`src/rtl/fetch_queue.sv`:
```
// Instruction queue between fetch and decode.
// Circular buffer of {pc, insn} pairs with valid/ready handshakes on both sides.
// A flush (redirect) empties the queue in one cycle and blocks transfers while asserted.
// There is no bypass path, so an entry is visible on deq_* only from the cycle after it was written.
module fetch_queue #(
  parameter int DWIDTH = 32,
  parameter int AWIDTH = 32,
  parameter int DEPTH  = 4
) (
  input  logic                       clk,
  input  logic                       rst,
  input  logic                       flush_i,
  input  logic                       enq_valid_i,
  input  logic [AWIDTH-1:0]          enq_pc_i,
  input  logic [DWIDTH-1:0]          enq_insn_i,
  output logic                       enq_ready_o,
  output logic                       deq_valid_o,
  output logic [AWIDTH-1:0]          deq_pc_o,
  output logic [DWIDTH-1:0]          deq_insn_o,
  input  logic                       deq_ready_i,
  output logic [$clog2(DEPTH+1)-1:0] count_o
);

  localparam int PW = $clog2(DEPTH);
  localparam int CW = $clog2(DEPTH+1);

  logic [AWIDTH-1:0] pc_q   [DEPTH];
  logic [AWIDTH-1:0] pc_d   [DEPTH];
  logic [DWIDTH-1:0] insn_q [DEPTH];
  logic [DWIDTH-1:0] insn_d [DEPTH];
  logic [PW-1:0]     rd_ptr_q, rd_ptr_d;
  logic [PW-1:0]     wr_ptr_q, wr_ptr_d;
  logic [CW-1:0]     count_q, count_d;

  logic full, empty, enq_fire, deq_fire;

  // Handshake outputs; reset and flush both block any transfer.
  // Data and count are forced to zero while reset is held.
  always_comb begin
    full        = (count_q == CW'(DEPTH));
    empty       = (count_q == '0);
    enq_ready_o = rst & ~flush_i & ~full;
    deq_valid_o = rst & ~flush_i & ~empty;
    enq_fire    = enq_valid_i & enq_ready_o;
    deq_fire    = deq_valid_o & deq_ready_i;
    deq_pc_o    = rst ? pc_q[rd_ptr_q]   : '0;
    deq_insn_o  = rst ? insn_q[rd_ptr_q] : '0;
    count_o     = rst ? count_q          : '0;
  end

  // Next state: flush rewinds pointers and count but leaves storage as is.
  always_comb begin
    pc_d     = pc_q;
    insn_d   = insn_q;
    rd_ptr_d = rd_ptr_q;
    wr_ptr_d = wr_ptr_q;
    count_d  = count_q;
    if (flush_i) begin
      rd_ptr_d = '0;
      wr_ptr_d = '0;
      count_d  = '0;
    end else begin
      if (enq_fire) begin
        pc_d[wr_ptr_q]   = enq_pc_i;
        insn_d[wr_ptr_q] = enq_insn_i;
        wr_ptr_d         = wr_ptr_q + PW'(1);
      end
      if (deq_fire) begin
        rd_ptr_d = rd_ptr_q + PW'(1);
      end
      count_d = count_q + CW'(enq_fire) - CW'(deq_fire);
    end
  end

  // State registers with synchronous active-low reset clearing everything, storage included.
  always_ff @(posedge clk) begin
    if (!rst) begin
      rd_ptr_q <= '0;
      wr_ptr_q <= '0;
      count_q  <= '0;
      for (int i = 0; i < DEPTH; i++) begin
        pc_q[i]   <= '0;
        insn_q[i] <= '0;
      end
    end else begin
      rd_ptr_q <= rd_ptr_d;
      wr_ptr_q <= wr_ptr_d;
      count_q  <= count_d;
      pc_q     <= pc_d;
      insn_q   <= insn_d;
    end
  end

  // Occupancy never exceeds capacity; no enqueue into a full queue, no dequeue from an empty one.
  a_count_max: assert property (@(posedge clk) disable iff (!rst) count_q <= CW'(DEPTH));
  a_no_enq_full: assert property (@(posedge clk) disable iff (!rst) enq_fire |-> !full);
  a_no_deq_empty: assert property (@(posedge clk) disable iff (!rst) deq_fire |-> !empty);

endmodule
```
`config.mk`:
```
export PLATFORM = sky130hd
export DESIGN_NAME = fetch_queue
export DESIGN_NICKNAME = d
export VERILOG_FILES = /design/src/rtl/fetch_queue.sv
export SDC_FILE = /design/constraint.sdc
export NUM_CORES = 1
export LEC_CHECK = 0
export ABC_AREA = 0
export BUFFER_PORTS_ARGS = -buffer_cell sky130_fd_sc_hd__clkbuf_2
export CAP_MARGIN = 25
export CORE_MARGIN = 10
export CORE_UTILIZATION = 40
export CTS_BUF_LIST = sky130_fd_sc_hd__clkbuf_16
export CTS_CLUSTER_DIAMETER = 60
export DETAILED_ROUTE_END_ITERATION = 6
export SYNTH_ARGS = -nofsm -noshare
export SYNTH_HDL_FRONTEND = slang
export SYNTH_SLANG_ARGS = --single-unit
```
`constraint.sdc`:
```
create_clock -name clk -period 5.3 [get_ports clk]
set_input_delay 0 -clock clk [delete_from_list [all_inputs] [get_ports clk]]
set_output_delay 0 -clock clk [all_outputs]
set_load 0.05 [all_outputs]
```
==> metrics.txt <==
status=complete, no violations; clk_lat worst skew=540 ps; PD cells=302 nW/um^2; Reg area=around 5300 sq um; post-synth top area share=a little over two fifths; Worst EP arrival=3360 ps; die area=37300 sq um; hold crit path type=in -> reg; LEAKAGE=0.00516 uW; Post-Synth XOR/XNOR Area=0.0729%; mux contribution to synthesized area=33.5%; Synth area leader=dfxtp_1; area of the multi-input gates=5950 sq um; Core Area=29600 sq um; Final Hold Viols=0; largest net degree at the start of global routing=128; Critical path buffers and inverters=5; area share of and/or/nand/nor cells after synthesis=14.8%; clk slew on worst S/H paths=60 ps; setup TNS=0 ps; count leader, synth=nand2_1; adder-cell share of the synthesized area=0.792%; WL final=27600 microns; first-pass GRT wire length=45700 microns; complex-gate fraction of the synthesized area=less than 1%; design area=approximately 14000 sq um; gpl congestion=~0.75; synthesized cell area=12000 sq um; critical path launch point type=primary input; Nets=1343; Largest delay share family, worst path=buffers and inverters; worst path cell trace=dlygate4sd3_1 > buf_8 > buf_4 > buf_4 > and2_1 > clkbuf_2; number of routed nets with antenna violations=0; Max VDD drop=~200 uV; Synth Flop Type=dfxtp_1; fin crit share=63.4%; Netlist cell types=25; Post-Synthesis Net Count=1178; Avg Cell Area, Syn=10.9 sq um; Yosys warnings=0; Row Count=63; WS Path Type=in -> out; total power=approximately 4300 uW; largest family of logic cells by synthesized area=multiplexers; n_diodes=0; placed cell count=1555; vias in the first global route=8641; CTS resizes=0; Residual DRC=0; final setup fails=0; register bit count reported by yosys=263; share of layout cells above drive strength 1=a little over 20%; Max Cap Violations=0; EDFF count, synth=0; RR Startpoint=count_q[1]$_SDFF_PP0_; Via-to-Cell Ratio=4.90; Synth area leaders=dfxtp_1 44%, mux2i_1 22%, mux4_2 12%; Worst EP required=5300 ps; vias post-DR=8217; critical path capture point type=output port; IO Port Bufs=approximately 140; DR pass1 iterations=5; achievable frequency=297 MHz; Worst path most repeated cell=buf_4; ys async rst share=0%; Die H=about 190 microns; Cells after Synth=~1100; Worst setup startpoint=rst; Max Root-Sink Buffers=3; Initial Utilization=40.5%; Commonest cells post-synth=327 x nand2_1, 263 x dfxtp_1, 258 x mux2i_1; CTS Buf Count=30; Final Max Slew Viols=0; max incr delay on CP=830 ps; worst-margin pin slew=940 ps; initial antenna violation count=0; hold_sp=enq_pc_i[7]; layout overhead on the synthesized area=18.4%; total global-route track usage=between 10 and 15%; root buf cell=clkbuf_16; sequential-to-total area share from yosys stat=43.9%; DP Area=12600 sq um; grt ovf=0; Layout fillers=2758; DP HPWL=16600 microns; Worst Skew=13.0 ps; min cycle time layout=3360 ps; Non-Filler Instances=1678; H-tree Lvls=1; wire per inst=16.4 microns; Rel. slew slack=between 30 and 40%; Iter 0 DRT Violations=430; maximum fanout along the worst path=127; TritonCTS clock tree=done; RSZ-0062 raised after global routing=no; Ports=138; clock sinks=263; slowest CP cell=buf_4; Die Width=193 microns; final hold slack=328 ps
-- layout make-up --
| cell class | instances | share of cell area (%) |
|---|---|---|
| repair buffers | 220 | 10.7 |
| well taps | 390 | 3.43 |
| clock inverters | 22 | 1.29 |
| clock buffers | 31 | 5.46 |
| multi-input cells | 746 | 41.9 |
| flip-flops and latches | 263 | 37.1 |
| inverters | 6 | 0.158 |
-- metal layers --
layer / GRT usage [%] / vias up / share of wire, % / wire length, microns
met1: 18.6 / 3989 / 47 / 12900
met2: 24.1 / 126 / 48 / 13200
met3: 2.49 / 33 / 3.8 / 1040
met5: 0 / - / 0 / 0
li1: - / 4069 / - / -
met4: 3.35 / 0 / 1.5 / 427
-- worst min-delay path: stages --
cell           delay (ps)
dlygate4sd3_1         530
clkbuf_2              100
nand2_1               110
mux2i_1                80
-- timing repair --
action,CTS,global route
hold endpoints to repair,261,0
buffers inserted,0,0
hold buffers,70,0
-- stage by stage --
stage	utilization, %	worst slack [ps]
2_1_floorplan	-	2960
3_3_place_gp	42.3	2230
3_5_place_dp	42.3	2210
4_1_cts	47.9	1960
5_1_grt	47.9	1680
6_report	47.9	1940
-- logic make-up after synthesis --
logic type | count (synthesis)
AOI/OAI and AO/OA | 4
adders and majority gates | 7
xor gates and xnor gates | 1
buffers and inverters | 93
and+or+nand+nor | 412
muxes | 322
DFF | 263
-- layout by cell type, fill, tap and decap left out, drive strengths merged --
| cell type | netlist | routed |
|---|---|---|
| bufinv | 0 | 3 |
| o21ai | 2 | 2 |
| clkinv | 0 | 10 |
| mux2i | 258 | 258 |
| nor2b | 1 | 1 |
| fa | 1 | 1 |
| nand2 | 327 | 327 |
| ha | 6 | 6 |
| mux4 | 64 | 64 |
| buf | 47 | 14 |
| dlygate4sd3 | 0 | 70 |
| nand2b | 1 | 1 |
| inv | 6 | 14 |
| clkbuf | 40 | 167 |
| nor3 | 7 | 7 |
| o211ai | 2 | 2 |
| nor3b | 2 | 2 |
| xor2 | 1 | 1 |
| and2 | 69 | 69 |
| nor2 | 4 | 4 |
| clkinvlp | 0 | 1 |
| dfxtp | 263 | 263 |
| or3 | 1 | 1 |
-- final timing paths --
kind / to / slack, ps / depth (start not counted)
max: deq_pc_o[0] / 1940 / 6
min: pc_q[39]$_SDFFE_PN0P_ / 330 / 4
max reg2reg: insn_q[41]$_SDFFE_PN0P_ / 2740 / 5
min reg2reg: insn_q[53]$_SDFFE_PN0P_ / 450 / 2
-- registers in the layout, indices dropped and copies added (netlist names) --
name and count:
rd_ptr_q 2, wr_ptr_q 2, pc_q 128, insn_q 128, count_q 3
-- power by group --
part	internal, uW	total, uW	switching [uW]
combinational	114	282	168
clock	1200	2000	804
sequential	2000	2010	12.8
total	3310	4290	985
Note: power is estimated with default switching activity, not from simulation.
